==> src/rtl/pow2_check_arbiter_pkg.sv <==
// pow2_check_arbiter_pkg: FSM encodings and scan constants shared by the pow2 arbiter files
package pow2_check_arbiter_pkg;
    localparam logic [1:0] ST_IDLE  = 2'd0;
    localparam logic [1:0] ST_SCAN  = 2'd1;
    localparam logic [1:0] ST_DONE  = 2'd2;
    localparam logic [1:0] ONES_SAT = 2'd2;
endpackage

==> src/rtl/pow2_check_arbiter_bit_scan.sv <==
// pow2_check_arbiter_bit_scan: serial scan of one operand bit per cycle, WIDTH cycles per operand
module pow2_check_arbiter_bit_scan
    import pow2_check_arbiter_pkg::*;
#(
    parameter int WIDTH = 8,
    parameter int LGW   = $clog2(WIDTH)
) (
    input  logic             clk,
    input  logic             rst,
    input  logic             load,
    input  logic [WIDTH-1:0] load_num,
    output logic             done,
    output logic             is_pow2,
    output logic [LGW-1:0]   log2
);
    logic [WIDTH-1:0] r_shift;
    logic [LGW-1:0]   r_bit_idx;
    logic [LGW-1:0]   r_pos;
    logic [1:0]       r_ones_cnt;
    logic             r_active;
    logic [1:0]       w_cnt_nxt;
    logic [LGW-1:0]   w_pos_nxt;
    // results include the bit being scanned now, so they are final in the done cycle
    always_comb begin
        w_cnt_nxt = (r_ones_cnt == ONES_SAT || !r_shift[0]) ? r_ones_cnt : r_ones_cnt + 2'd1;
        w_pos_nxt = (r_ones_cnt == 2'd0 && r_shift[0]) ? r_bit_idx : r_pos;
    end
    assign done    = r_active && r_bit_idx == LGW'(WIDTH - 1);
    assign is_pow2 = w_cnt_nxt == 2'd1;
    assign log2    = is_pow2 ? w_pos_nxt : '0;
    always_ff @(posedge clk) begin
        if (rst) begin
            r_active   <= 1'b0;
            r_shift    <= '0;
            r_bit_idx  <= '0;
            r_ones_cnt <= '0;
            r_pos      <= '0;
        end else if (load) begin
            r_active   <= 1'b1;
            r_shift    <= load_num;
            r_bit_idx  <= '0;
            r_ones_cnt <= '0;
            r_pos      <= '0;
        end else if (r_active) begin
            r_active   <= !done;
            r_shift    <= r_shift >> 1;
            r_bit_idx  <= r_bit_idx + LGW'(1);
            r_ones_cnt <= w_cnt_nxt;
            r_pos      <= w_pos_nxt;
        end
    end
endmodule

==> src/rtl/pow2_check_arbiter.sv <==
// pow2_check_arbiter: round-robin shared power-of-two checker with a valid/ready result port
module pow2_check_arbiter
    import pow2_check_arbiter_pkg::*;
#(
    parameter  int WIDTH = 8,
    parameter  int NREQ  = 2,
    localparam int IDW   = $clog2(NREQ),
    localparam int LGW   = $clog2(WIDTH)
) (
    input  logic                  clk,
    input  logic                  rst,
    input  logic [NREQ-1:0]       req_valid,
    input  logic [NREQ*WIDTH-1:0] req_num,
    output logic [NREQ-1:0]       req_ready,
    output logic                  rsp_valid,
    output logic [IDW-1:0]        rsp_id,
    output logic                  rsp_is_pow2,
    output logic [LGW-1:0]        rsp_log2,
    input  logic                  rsp_ready,
    output logic                  busy
);
    logic [1:0]     r_state;
    logic [IDW-1:0] r_rr_ptr;
    logic [IDW-1:0] r_id;
    logic [IDW-1:0] w_grant;
    logic [IDW-1:0] w_next_ptr;
    logic           w_found;
    logic           w_accept;
    logic           w_done;
    logic           w_is_pow2;
    logic [LGW-1:0] w_log2;
    always_comb begin
        w_found = 1'b0;
        w_grant = '0;
        for (int k = 0; k < NREQ; k++) begin
            if (!w_found && req_valid[(int'(r_rr_ptr) + k) % NREQ]) begin
                w_found = 1'b1;
                w_grant = IDW'((int'(r_rr_ptr) + k) % NREQ);
            end
        end
        w_next_ptr = (int'(w_grant) == NREQ - 1) ? '0 : w_grant + IDW'(1);
        w_accept   = r_state == ST_IDLE && w_found;
        req_ready  = w_accept ? NREQ'(1) << w_grant : '0;
    end
    pow2_check_arbiter_bit_scan #(.WIDTH(WIDTH), .LGW(LGW)) u_scan (
        .clk      (clk),
        .rst      (rst),
        .load     (w_accept),
        .load_num (req_num[w_grant*WIDTH +: WIDTH]),
        .done     (w_done),
        .is_pow2  (w_is_pow2),
        .log2     (w_log2)
    );
    always_ff @(posedge clk) begin
        if (rst) begin
            r_state     <= ST_IDLE;
            r_rr_ptr    <= '0;
            r_id        <= '0;
            rsp_valid   <= 1'b0;
            rsp_id      <= '0;
            rsp_is_pow2 <= 1'b0;
            rsp_log2    <= '0;
            busy        <= 1'b0;
        end else begin
            case (r_state)
                ST_IDLE: if (w_accept) begin
                    r_state  <= ST_SCAN;
                    r_rr_ptr <= w_next_ptr;
                    r_id     <= w_grant;
                    busy     <= 1'b1;
                end
                ST_SCAN: if (w_done) begin
                    r_state     <= ST_DONE;
                    rsp_valid   <= 1'b1;
                    rsp_id      <= r_id;
                    rsp_is_pow2 <= w_is_pow2;
                    rsp_log2    <= w_log2;
                end
                ST_DONE: if (rsp_ready) begin
                    r_state   <= ST_IDLE;
                    rsp_valid <= 1'b0;
                    busy      <= 1'b0;
                end
                default: begin
                    r_state   <= ST_IDLE;
                    rsp_valid <= 1'b0;
                    busy      <= 1'b0;
                end
            endcase
        end
    end
endmodule

==> config.mk <==
export PLATFORM = sky130hd
export DESIGN_NAME = pow2_check_arbiter
export DESIGN_NICKNAME = d
export VERILOG_FILES = /design/src/rtl/pow2_check_arbiter_pkg.sv /design/src/rtl/pow2_check_arbiter_bit_scan.sv /design/src/rtl/pow2_check_arbiter.sv
export SDC_FILE = /design/constraint.sdc
export NUM_CORES = 1
export LEC_CHECK = 0
export BUFFER_PORTS_ARGS = -buffer_cell sky130_fd_sc_hd__buf_4
export CAP_MARGIN = 20
export CORE_MARGIN = 2
export CORE_UTILIZATION = 56
export CTS_BUF_LIST = sky130_fd_sc_hd__clkbuf_4
export DETAILED_ROUTE_END_ITERATION = 10
export GPL_TIMING_DRIVEN = 0
export PLACE_DENSITY_LB_ADDON = 0.08
export SLEW_MARGIN = 20
export SYNTH_ARGS = -nofsm -noshare
export SYNTH_HDL_FRONTEND = slang
export SYNTH_SLANG_ARGS = --single-unit
==> constraint.sdc <==
create_clock -name clk -period 1.6 [get_ports clk]
set_input_delay 0.24 -clock clk [delete_from_list [all_inputs] [get_ports clk]]
set_output_delay 0.24 -clock clk [all_outputs]
set_load 0.05 [all_outputs]
# After elaboration in Yosys (flattened, before gate mapping)
# Index checks and enable logic that the tools add are counted.
# word_totals
latch_bits	0
in_bits	21
output_inout_bits	9
n_memories	0
ramBits	0
wordCells	76
ff_bits	28
mem_bits_ro	0
# classes
addsub	4
mul	0
n_mux	27
bitwise_logic	3
n_lt_le_gt_ge	2
shift	2
n_eq_ne	8
reduce_logical	17
n_div	0
# op_table
op	n
8-bit 2-to-1 mux	2
16-bit by 5-bit indexed part select with 8-bit output	1
1-bit 2-to-1 mux	15
2-bit 2-to-1 mux	5
3-bit AND reduction	3
3-bit 2-to-1 mux	2
1-bit case mux with 3 select lines	2
2-bit case mux with 3 select lines	1
2-bit by 1-bit == test with 1-bit output (second input constant)	2
2-bit == test (second input constant)	2
1-bit logical AND	4
2-bit zero test	2
2-bit by 1-bit inequality test with 1-bit output (second input constant)	2
2-bit AND reduction	2
3-bit by 1-bit adder with 3-bit output (second input constant)	1
3-bit == test (second input constant)	1
1-bit zero test	3
2-bit by 3-bit less-than comparator with 1-bit output (second input constant)	1
1-bit adder (second input constant)	2
2-bit by 1-bit adder with 2-bit output (second input constant)	1
1-bit by 2-bit less-than comparator with 1-bit output (second input constant)	1
2-bit inequality test (second input constant)	1
1-bit inverter	2
2-bit nonzero test	1
other kinds (4)	4

# Logic depth before layout (Yosys ltp)
# Gate-level depths: netlist of run 1.
# logic_depth
depth_word	10
mapped_depth	5
mapped_depth_nobuf	5

# Cells and area by module
# Synthesis of run 1 repeated with hierarchy kept, for this count alone.
# unflattened
cells_unflattened	147
area_unflattened_um2	1451.4
# modules_own_cells
mod	instances	seq_area_each_um2	cells_each	area_per_inst_um2
pow2_check_arbiter_bit_scan	1	340.3	90	867.1
pow2_check_arbiter	1	220.2	57	584.3

# Least setup slack after synthesis of run 1
# OpenSTA, ideal clock, no wires.
# synth_timing
path_type	reg2out
startpoint	register r_state[1]
endpoint	output port req_ready[0]
setup_slack_ps	134
stages_incl_launch_ff	5
n_path_buf	1
required_time_ps	1360
arrival_time_ps	1226
cell_sequence	dfxtp_1 -> buf_2 -> a211oi_4 -> nand2_1 -> inv_1
# synth_via
elab_chain_len	3
# synth_lines
item	line_no	rtl
from (decl)	pow2_check_arbiter.sv:22	logic [1:0] r_state;
from (signal assigned)	pow2_check_arbiter.sv:56	r_state <= ST_IDLE;
from (signal assigned)	pow2_check_arbiter.sv:67	r_state <= ST_SCAN;
from (signal assigned)	pow2_check_arbiter.sv:73	r_state <= ST_DONE;
2-bit zero test	pow2_check_arbiter.sv:42	w_accept = r_state == ST_IDLE && w_found;
1-bit logical AND	pow2_check_arbiter.sv:42	
2-bit 2-to-1 mux	pow2_check_arbiter.sv:43	req_ready = w_accept ? NREQ'(1) << w_grant : '0;
to (decl)	pow2_check_arbiter.sv:14	output logic [NREQ-1:0] req_ready,
# Every way passes these cells.

# Worst setup path after layout of run 1
# Same ends and word-level chain as after synthesis.

==> flow_metrics.env, run 1 <==
export IMPL_status="finished, final reports clean"
export IMPL_initial_core_util=0.5802
export IMPL_grt_overflow=0
export IMPL_avgSynthCellArea_um2=9.047
export IMPL_synth_seq_cells=28
export IMPL_pwr_density_cell_nw_per_um2=859.5
export IMPL_muxShareOfSynthArea=0.04255
export IMPL_tritoncts_num_sinks=28
export IMPL_fp_dieW_um=54.20
export IMPL_clockRootBuffer="clkbuf_4"
export IMPL_postSynthCellCount=156
export IMPL_antenna_cells=0
export IMPL_drv_slew=0
export IMPL_drc=0
export IMPL_syn_to_final_growth_pct=31.03
export IMPL_place_gp_congestion=0.8324
export IMPL_cts_max_level=1
export IMPL_fp_coreArea_um2=2432
export IMPL_period_needed_ns=1.560
export IMPL_seqCellArea_um2=573.1
export IMPL_synth_fa_ha_area_frac=0.03546
export IMPL_hold_viol=0
export IMPL_rows=18
export IMPL_report_final_setup_viol=0
export IMPL_numCtsBuffers=3
export IMPL_multi_input_area_um2=835.8
export IMPL_critPathArrivalTime_ns=1.32
export IMPL_dieArea_um2=2938
export IMPL_hold_path_class="primary input to flop"
export IMPL_drt_antenna_violating_nets=0
export IMPL_yosysSeqAreaShare=0.3972
export IMPL_routed_wirelength_mm=3.483
export IMPL_worst_pin_slew_ns=0.5700
export IMPL_pin_count=30
export IMPL_p_leak_nw=0.7442
export IMPL_critical_path_max_stage_delay_ns=0.41
export IMPL_grt_pass1_wl_mm=5.485
export IMPL_synth_cell_area_um2=1411
export IMPL_nets=219
export IMPL_portBuffers=29
export IMPL_cp_max_fo=9
export IMPL_endpoint_kind="output port"
export IMPL_drt_iter0_drc=29
export IMPL_routedWlPerCell_um=15.62
export IMPL_vias=1362
export IMPL_synth_compound_area_frac=0.2411
export IMPL_startpoint_type="flop"
export IMPL_grt_max_degree=17
export IMPL_drive_gt1_frac=0.3316
export IMPL_holdWs_ns=0.1419
export IMPL_worstPathRequired_ns=1.36
export IMPL_path_clk_slew_ns=0.16
export IMPL_max_freq_ghz=0.6409
export IMPL_clk_path_buf_depth=2
export IMPL_drt_first_pass_iters=4
export IMPL_hpwl_mm=2.334
export IMPL_grt_pass1_vias=1264
export IMPL_synth_top_family_by_area="compound AO/OA/AOI/OAI gates"
export IMPL_fin_skew_ns=0.01292
export IMPL_grt_antenna_before_repair=0
export IMPL_fin_util=0.7603
export IMPL_fin_crit_sh=0.9752
export IMPL_ir_drop_mv=0.6246
export IMPL_synth_warnings=0
export IMPL_max_cap_viol_count=0
export IMPL_vias_per_cell=6.108
export IMPL_crit_chain="a211oi_4 > nand2_1 > inv_1 > buf_6"
export IMPL_crit_slowest_cell="dfxtp_4"
export IMPL_path_delay_family="flip-flops"
export IMPL_cts_tree="done"
export IMPL_synth_distinct_cells=34
export IMPL_hold_buffers=0
export IMPL_path_class="flop to output port"
export IMPL_nFillCells=180
export IMPL_die_h_um=54.20
export IMPL_clkLatencyLatePin_ns=0.33
export IMPL_grt_use_total=0.2503
export IMPL_cp_num_buf_inv=2
export IMPL_synth_xor_area_frac=0.01241
export IMPL_synth_fp_nets=181
export IMPL_slew_headroom=0.6186
export IMPL_synth_simple_gate_area_frac=0.2128
-- sequential cells by signal (all words and copies together) (netlist names), 2 cells and up --
signal and count:
u_scan.r_pos 3, u_scan.r_shift 8, rsp_log2 3, u_scan.r_bit_idx 3, r_state 2, u_scan.r_ones_cnt 2
-- routing by layer --
metal | global-route usage | wire, um | part of all wire | vias up
met4 | 0.06250 | 14 | 0.0040 | 0
met1 | 0.3202 | 1547 | 0.44 | 666
met5 | 0 | 0 | 0 | -
li1 | - | - | - | 659
met2 | 0.4438 | 1775 | 0.51 | 35
met3 | 0.02778 | 146 | 0.042 | 2
-- Yosys cell counts, drive strengths merged --
library cell	n	area share
dfxtp	28	0.40
nand3	16	0.057
nor2	14	0.039
a211oi	13	0.089
a311oi	8	0.050
o22ai	8	0.035
nand2	7	0.019
a21oi	6	0.021
buf	6	0.029
inv	6	0.016
mux2i	6	0.043
clkbuf	5	0.013
nand2b	5	0.022
nand3b	5	0.027
ha	4	0.035
o41ai	3	0.019
a21o	2	0.011
o21ai	2	0.0071
or2	2	0.0089
xnor2	2	0.012
a31oi	1	0.0044
and4b	1	0.0071
nand4b	1	0.0062
nor2b	1	0.0044
nor3	1	0.0035
nor3b	1	0.013
nor4b	1	0.0062
o21bai	1	0.0053
-- power breakdown --
group | total, W | internal (W) | switching (W) | leakage (nW)
clock | 0.000461 | 0.000253 | 0.000208 | 0.0279
combinational | 0.000357 | 0.000162 | 0.000196 | 0.485
sequential | 0.000771 | 0.000736 | 0.0000355 | 0.232
-- final timing paths --
check	from	to	slack (ns)	cells past startpoint
worst min register to register	r_id	rsp_id	0.47	2
worst max register to register	u_scan.r_ones_cnt[0]	rsp_log2[2]	0.07	5
worst max-delay path	r_state[1]	req_ready[0]	0.04	4
worst min-delay path	rst	rsp_log2[0]	0.14	2
-- logic make-up (layout without fill, tap and decap cells) --
family / after synthesis / count (layout)
buf+inv: 17 / 54
compound gates: 44 / 44
fa+ha+maj: 4 / 4
flops: 28 / 28
simple gates: 55 / 55
xor+xnor: 2 / 2
mux: 6 / 6
-- what timing repair did --
item,CTS,global route
endpoints found under the setup margin,4,6
gates cloned,0,0
setup buffers,2,5
pin swaps,3,3
resized for setup,11,14
-- worst reg2reg max path, cell delays in order, from the launching register on --
cell	delay, ns
dfxtp_4	0.38
inv_2	0.09
ha_4	0.22
nor4b_4	0.33
a31oi_4	0.10
o41ai_1	0.33
-- layout make-up --
cell class | instances | area share
Timing Repair Buffer | 36 | 0.1522
Buffer | 8 | 0.02503
Inverter | 6 | 0.01218
Multi-Input combinational cell | 111 | 0.4520
Tap cell | 30 | 0.02030
Clock buffer | 3 | 0.01218
Sequential cell | 28 | 0.3099
Clock inverter | 1 | 0.01624
-- placed cells by master, fill, tap and decap left out, types with 4 or more instances in the layout --
cell type / Yosys / final
buf_4: 0 / 34
dfxtp_1: 28 / 24
nand3_1: 16 / 16
nor2_1: 13 / 13
a211oi_1: 9 / 9
o22ai_1: 8 / 8
a311oi_1: 8 / 8
nand2_1: 7 / 6
a21oi_1: 6 / 6
mux2i_1: 6 / 6
nand3b_1: 5 / 5
clkbuf_1: 5 / 4
nand2b_1: 5 / 4
-- through the flow --
step	setup slack, ns	instances	TNS [ns]	power, W	area, um^2
after global placement	0.07321	215	0	0.001090	1667
after CTS	0.01142	219	0	0.001574	1765
after floorplan	0.1336	156	0	0.0009966	1411
final	0.03974	223	0	0.001589	1849
after global routing	-0.04203	223	-0.04203	0.001668	1849
after detailed placement	0.01846	215	0	0.001103	1667
Note: power is estimated with default switching activity, not from simulation.
==> inputs of run 2 (changes only) <==
Settings changed: CTS_BUF_LIST sky130_fd_sc_hd__clkbuf_4 to sky130_fd_sc_hd__clkbuf_8.
==> run 2 against run 1 <==
Via count hardly changed. Maximum frequency increased by 1.4%. Core utilization increased by 0.46 points. Die area unchanged. Cell count increased by 0.45%. Worst hold slack better by 0.069 ns. Critical path type unchanged. Largest cell class unchanged.
==> flow_metrics.env, run 2 (synthesis results as in run 1) <==
export IMPL_setup_slack_ns=0.06151
export IMPL_cts_max_level=1
export IMPL_clkLatencyLatePin_ns=0.27
export IMPL_report_final_setup_viol=0
export IMPL_ir_drop_mv=0.7984
export IMPL_worst_pin_slew_ns=0.5800
export IMPL_total_power_w=0.001685
export IMPL_die_h_um=54.20
export IMPL_tritoncts_num_sinks=28
export IMPL_endpoint_kind="output port"
export IMPL_layout_commonest_cell="buf_4"
export IMPL_largest_reg_flops=8
export IMPL_hold_path_class="primary input to flop"
export IMPL_fin_util=0.7649
export IMPL_nets=220
export IMPL_hold_viol=0
export IMPL_rows=18
export IMPL_max_cap_viol_count=0
export IMPL_pwr_density_cell_nw_per_um2=905.9
export IMPL_layout_common_cells="buf_4, dfxtp_1, nand3_1, nor2_1, a211oi_1"
export IMPL_top_register="u_scan.r_shift"
export IMPL_hpwl_mm=2.334
export IMPL_multi_input_area_um2=828.3
export IMPL_grt_pass1_wl_mm=5.595
export IMPL_r2r_setup_slack_ns=0.09
export IMPL_initial_core_util=0.5802
export IMPL_portBuffers=29
export IMPL_final_setup_tns_ns=0
export IMPL_fin_crit_sh=0.9616
export IMPL_fp_coreArea_um2=2432
export IMPL_cp_max_fo=10
export IMPL_vias_per_cell=6.076
export IMPL_grt_max_degree=17
export IMPL_worstPathRequired_ns=1.36
export IMPL_fin_skew_ns=0.002411
export IMPL_path_clk_slew_ns=0.09
export IMPL_pin_count=30
export IMPL_antenna_cells=0
export IMPL_max_freq_ghz=0.6500
export IMPL_numCtsBuffers=3
export IMPL_path_class="flop to output port"
export IMPL_drv_slew=0
export IMPL_routedWlPerCell_um=16.01
export IMPL_grt_use_total=0.2566
export IMPL_startpoint_type="flop"
export IMPL_critPathArrivalTime_ns=1.30
export IMPL_drive_gt1_frac=0.3144
export IMPL_hold_buffers=0
export IMPL_dp_slack_ns=0.01846
export IMPL_fp_dieW_um=54.20
export IMPL_clk_path_buf_depth=2
export IMPL_final_cell_area_um2=1861
export IMPL_dieArea_um2=2938
export IMPL_drt_iter0_drc=34
export IMPL_syn_to_final_growth_pct=31.83
export IMPL_postPlaceCellArea_um2=1667
export IMPL_status="finished, final reports clean"
export IMPL_drc=0
export IMPL_period_needed_ns=1.538
export IMPL_clockRootBuffer="clkbuf_8"
export IMPL_grt_pass1_vias=1264
export IMPL_drt_first_pass_iters=6
export IMPL_grt_antenna_before_repair=0
export IMPL_nFillCells=179
export IMPL_slew_headroom=0.6119
export IMPL_routed_wirelength_mm=3.586
export IMPL_cts_tree="done"
export IMPL_vias=1361
export IMPL_drt_antenna_violating_nets=0
export IMPL_place_gp_congestion=0.8324
export IMPL_grt_overflow=0
export IMPL_seqCellArea_um2=565.5
export IMPL_p_leak_nw=0.7547
==> run 2: layout make-up <==
class / instances / area share
clock inverters: 1 / 0.01614
plain buffers: 10 / 0.03497
inverters: 6 / 0.01210
clock buffers: 3 / 0.02219
well taps: 30 / 0.02017
multi-input cells: 111 / 0.4452
flip-flops and latches: 28 / 0.3040
repair buffers: 35 / 0.1453
==> run 2: power by group <==
group	switching (W)	leakage, nW	total [W]	internal (W)
combinational	0.000204	0.489	0.000366	0.000163
clock	0.000220	0.0357	0.000555	0.000335
sequential	0.0000281	0.230	0.000764	0.000736
total	0.000452	0.755	0.00169	0.00123
==> run 2: through the flow <==
step                      hold WS [ns]  std cells
final                           0.2107        224
after global routing            0.2124        224
after CTS                       0.1927        220
after detailed placement        0.4471        215
after global placement          0.4388        215
after floorplan                 0.3480        156
==> run 2: path summary, 6_finish.rpt <==
check | end | from | cells after the start
max reg2reg | rsp_log2[2] | u_scan.r_ones_cnt[0] | 5
min reg2reg | r_id | r_id | 2
max | req_ready[1] | r_state[1] | 5
min | rsp_log2[0] | rst | 2
==> run 2: worst max-delay path: stages (launching register included) <==
cell and delay, ns:
dfxtp_1 0.31, buf_4 0.17, nor3b_4 0.19, nand2_1 0.10, inv_1 0.09, buf_6 0.15
==> run 2: layer usage <==
metal / track usage / part of all wire / wire length, um
met1: 0.3356 / 0.44 / 1595
met2: 0.4317 / 0.47 / 1696
met3: 0.02778 / 0.061 / 217
met4: 0.09583 / 0.021 / 76
met5: 0 / 0 / 0
==> run 2: repair_timing <==
item	in CTS	in global routing
setup endpoints to repair	4	6
pin swaps	3	3
buffers inserted	2	4
gates resized for setup	6	14
==> inputs of run 3 (changes only) <==
Settings changed: RECOVER_POWER set to 25.
==> run 3 against run 2 <==
First-iteration DRC count did not move. Largest cell class unchanged. Via count rose by 0.22%. Critical path depth did not move. Global-route usage did not move. Combinational power barely moved. Critical path type unchanged. Total power fell by 0.19%. Worst hold slack barely moved. Clock skew barely moved. Clock power barely moved. Register-to-register slack barely moved. Critical endpoint unchanged.
==> flow_metrics.env, run 3 (synthesis results as in run 1) <==
export IMPL_critical_path_max_stage_delay_ns=0.31
export IMPL_crit_chain="buf_4 > nor3b_4 > nand2_1 > inv_1 > buf_6"
export IMPL_slew_headroom=0.5938
export IMPL_routedWlPerCell_um=15.95
export IMPL_grt_overflow=0
export IMPL_fin_skew_ns=0.002502
export IMPL_grt_use_total=0.2566
export IMPL_grt_pass1_vias=1264
export IMPL_dieArea_um2=2938
export IMPL_hpwl_mm=2.334
export IMPL_drt_antenna_violating_nets=0
export IMPL_worstPathRequired_ns=1.36
export IMPL_cts_tree="done"
export IMPL_pin_count=30
export IMPL_cts_max_level=1
export IMPL_tritoncts_num_sinks=28
export IMPL_postPlaceCellArea_um2=1667
export IMPL_clkLatencyLatePin_ns=0.27
export IMPL_vias_per_cell=6.089
export IMPL_endpoint_kind="output port"
export IMPL_layout_commonest_cell="buf_4"
export IMPL_grt_antenna_before_repair=0
export IMPL_fp_coreArea_um2=2432
export IMPL_startpoint_type="flop"
export IMPL_place_gp_congestion=0.8324
export IMPL_dp_slack_ns=0.01846
export IMPL_initial_core_util=0.5802
export IMPL_grt_pass1_wl_mm=5.595
export IMPL_clockRootBuffer="clkbuf_8"
export IMPL_grt_max_degree=17
export IMPL_max_freq_ghz=0.6507
export IMPL_cp_num_buf_inv=3
export IMPL_hold_path_class="primary input to flop"
export IMPL_drc=0
export IMPL_layout_common_cells="buf_4, dfxtp_1, nand3_1, nor2_1, clkbuf_1"
export IMPL_path_class="flop to output port"
export IMPL_worst_pin_slew_ns=0.6119
export IMPL_pwr_density_cell_nw_per_um2=917.1
export IMPL_final_cell_area_um2=1834
export IMPL_drt_met1_wl_mm=1.562
export IMPL_report_final_setup_viol=0
export IMPL_route_met3_wl_um=234
export IMPL_syn_to_final_growth_pct=29.96
export IMPL_period_needed_ns=1.537
export IMPL_nFillCells=187
export IMPL_crit_slowest_cell="dfxtp_1"
export IMPL_cp_max_fo=10
export IMPL_drt_iter0_drc=34
export IMPL_vias=1364
export IMPL_setup_slack_ns=0.06317
export IMPL_drv_slew=0
export IMPL_numCtsBuffers=3
export IMPL_drt_first_pass_iters=6
export IMPL_fp_dieW_um=54.20
export IMPL_largest_reg_flops=8
export IMPL_path_clk_slew_ns=0.09
export IMPL_portBuffers=29
export IMPL_status="finished, final reports clean"
export IMPL_p_leak_nw=0.7252
export IMPL_wl_met2_mm=1.698
export IMPL_critPathArrivalTime_ns=1.30
export IMPL_ir_drop_mv=0.8017
export IMPL_path_delay_family="buffers and inverters"
export IMPL_fin_crit_sh=0.9605
export IMPL_drive_gt1_frac=0.2784
export IMPL_routed_top_layer="met4"
export IMPL_rows=18
export IMPL_r2r_setup_slack_ns=0.09
export IMPL_clk_path_buf_depth=2
export IMPL_antenna_cells=0
export IMPL_final_setup_tns_ns=0
export IMPL_die_h_um=54.20
export IMPL_hold_viol=0
export IMPL_routed_wirelength_mm=3.572
export IMPL_max_cap_viol_count=0
export IMPL_nets=220
export IMPL_top_register="u_scan.r_shift"
## run 3: cell count changes in the layout (fill, tap and decap cells not counted), sizes merged
cell,previous run,this run
buf,41,34
clkbuf,7,14
## run 3: metal layers
layer,global-route usage,up-vias
li1,-,660
met1,0.3356,642
met2,0.4317,53
met3,0.02778,9
met4,0.09583,0
met5,0,-
## run 3: worst paths after layout
kind	startpoint	end	cells past startpoint
hold / removal	rst	rsp_log2[0]	2
setup reg to reg	u_scan.r_ones_cnt[0]	rsp_log2[2]	5
setup / recovery	r_state[1]	req_ready[1]	5
hold reg to reg	r_id	r_id	2
## run 3: cell type report
type / count / area, um^2 / share of cell area
Multi-Input combinational cell: 111 / 828.3 / 0.4516
Sequential cell: 28 / 565.5 / 0.3083
Timing Repair Buffer: 35 / 244.0 / 0.1330
Buffer: 10 / 65.06 / 0.03547
Clock buffer: 3 / 41.29 / 0.02251
Tap cell: 30 / 37.54 / 0.02046
Clock inverter: 1 / 30.03 / 0.01637
Inverter: 6 / 22.52 / 0.01228
## run 3: through the flow
step                  util  power [W]  hold slack, ns  instances
finish              0.7541   0.001682          0.2109        224
global route        0.7541   0.001754          0.2124        224
CTS                 0.7305   0.001664          0.1927        220
detailed placement  0.6852   0.001103          0.4471        215
global placement    0.6852   0.001090          0.4388        215
floorplan                -  0.0009966          0.3480        156
## run 3: what timing repair did
| item | 4_1_cts | 5_1_grt |
|---|---|---|
| hold buffers | 0 | 0 |
| pin swaps | 3 | 3 |
| endpoints found under the hold margin | 0 | 0 |
| resized for setup | 6 | 14 |
| buffers inserted | 2 | 4 |
| endpoints found under the setup margin | 4 | 6 |
## run 3: worst reg2reg max path, stage by stage (launching register included)
cell     delay [ns]
dfxtp_4        0.35
inv_2          0.09
ha_4           0.22
nor4b_4        0.33
a31oi_4        0.09
o41ai_1        0.32
## run 3: power by group
group	leakage, nW	internal, W	switching [W]
sequential	0.230	0.000736	0.0000280
combinational	0.459	0.000161	0.000203
clock	0.0357	0.000335	0.000219
total	0.725	0.00123	0.000450
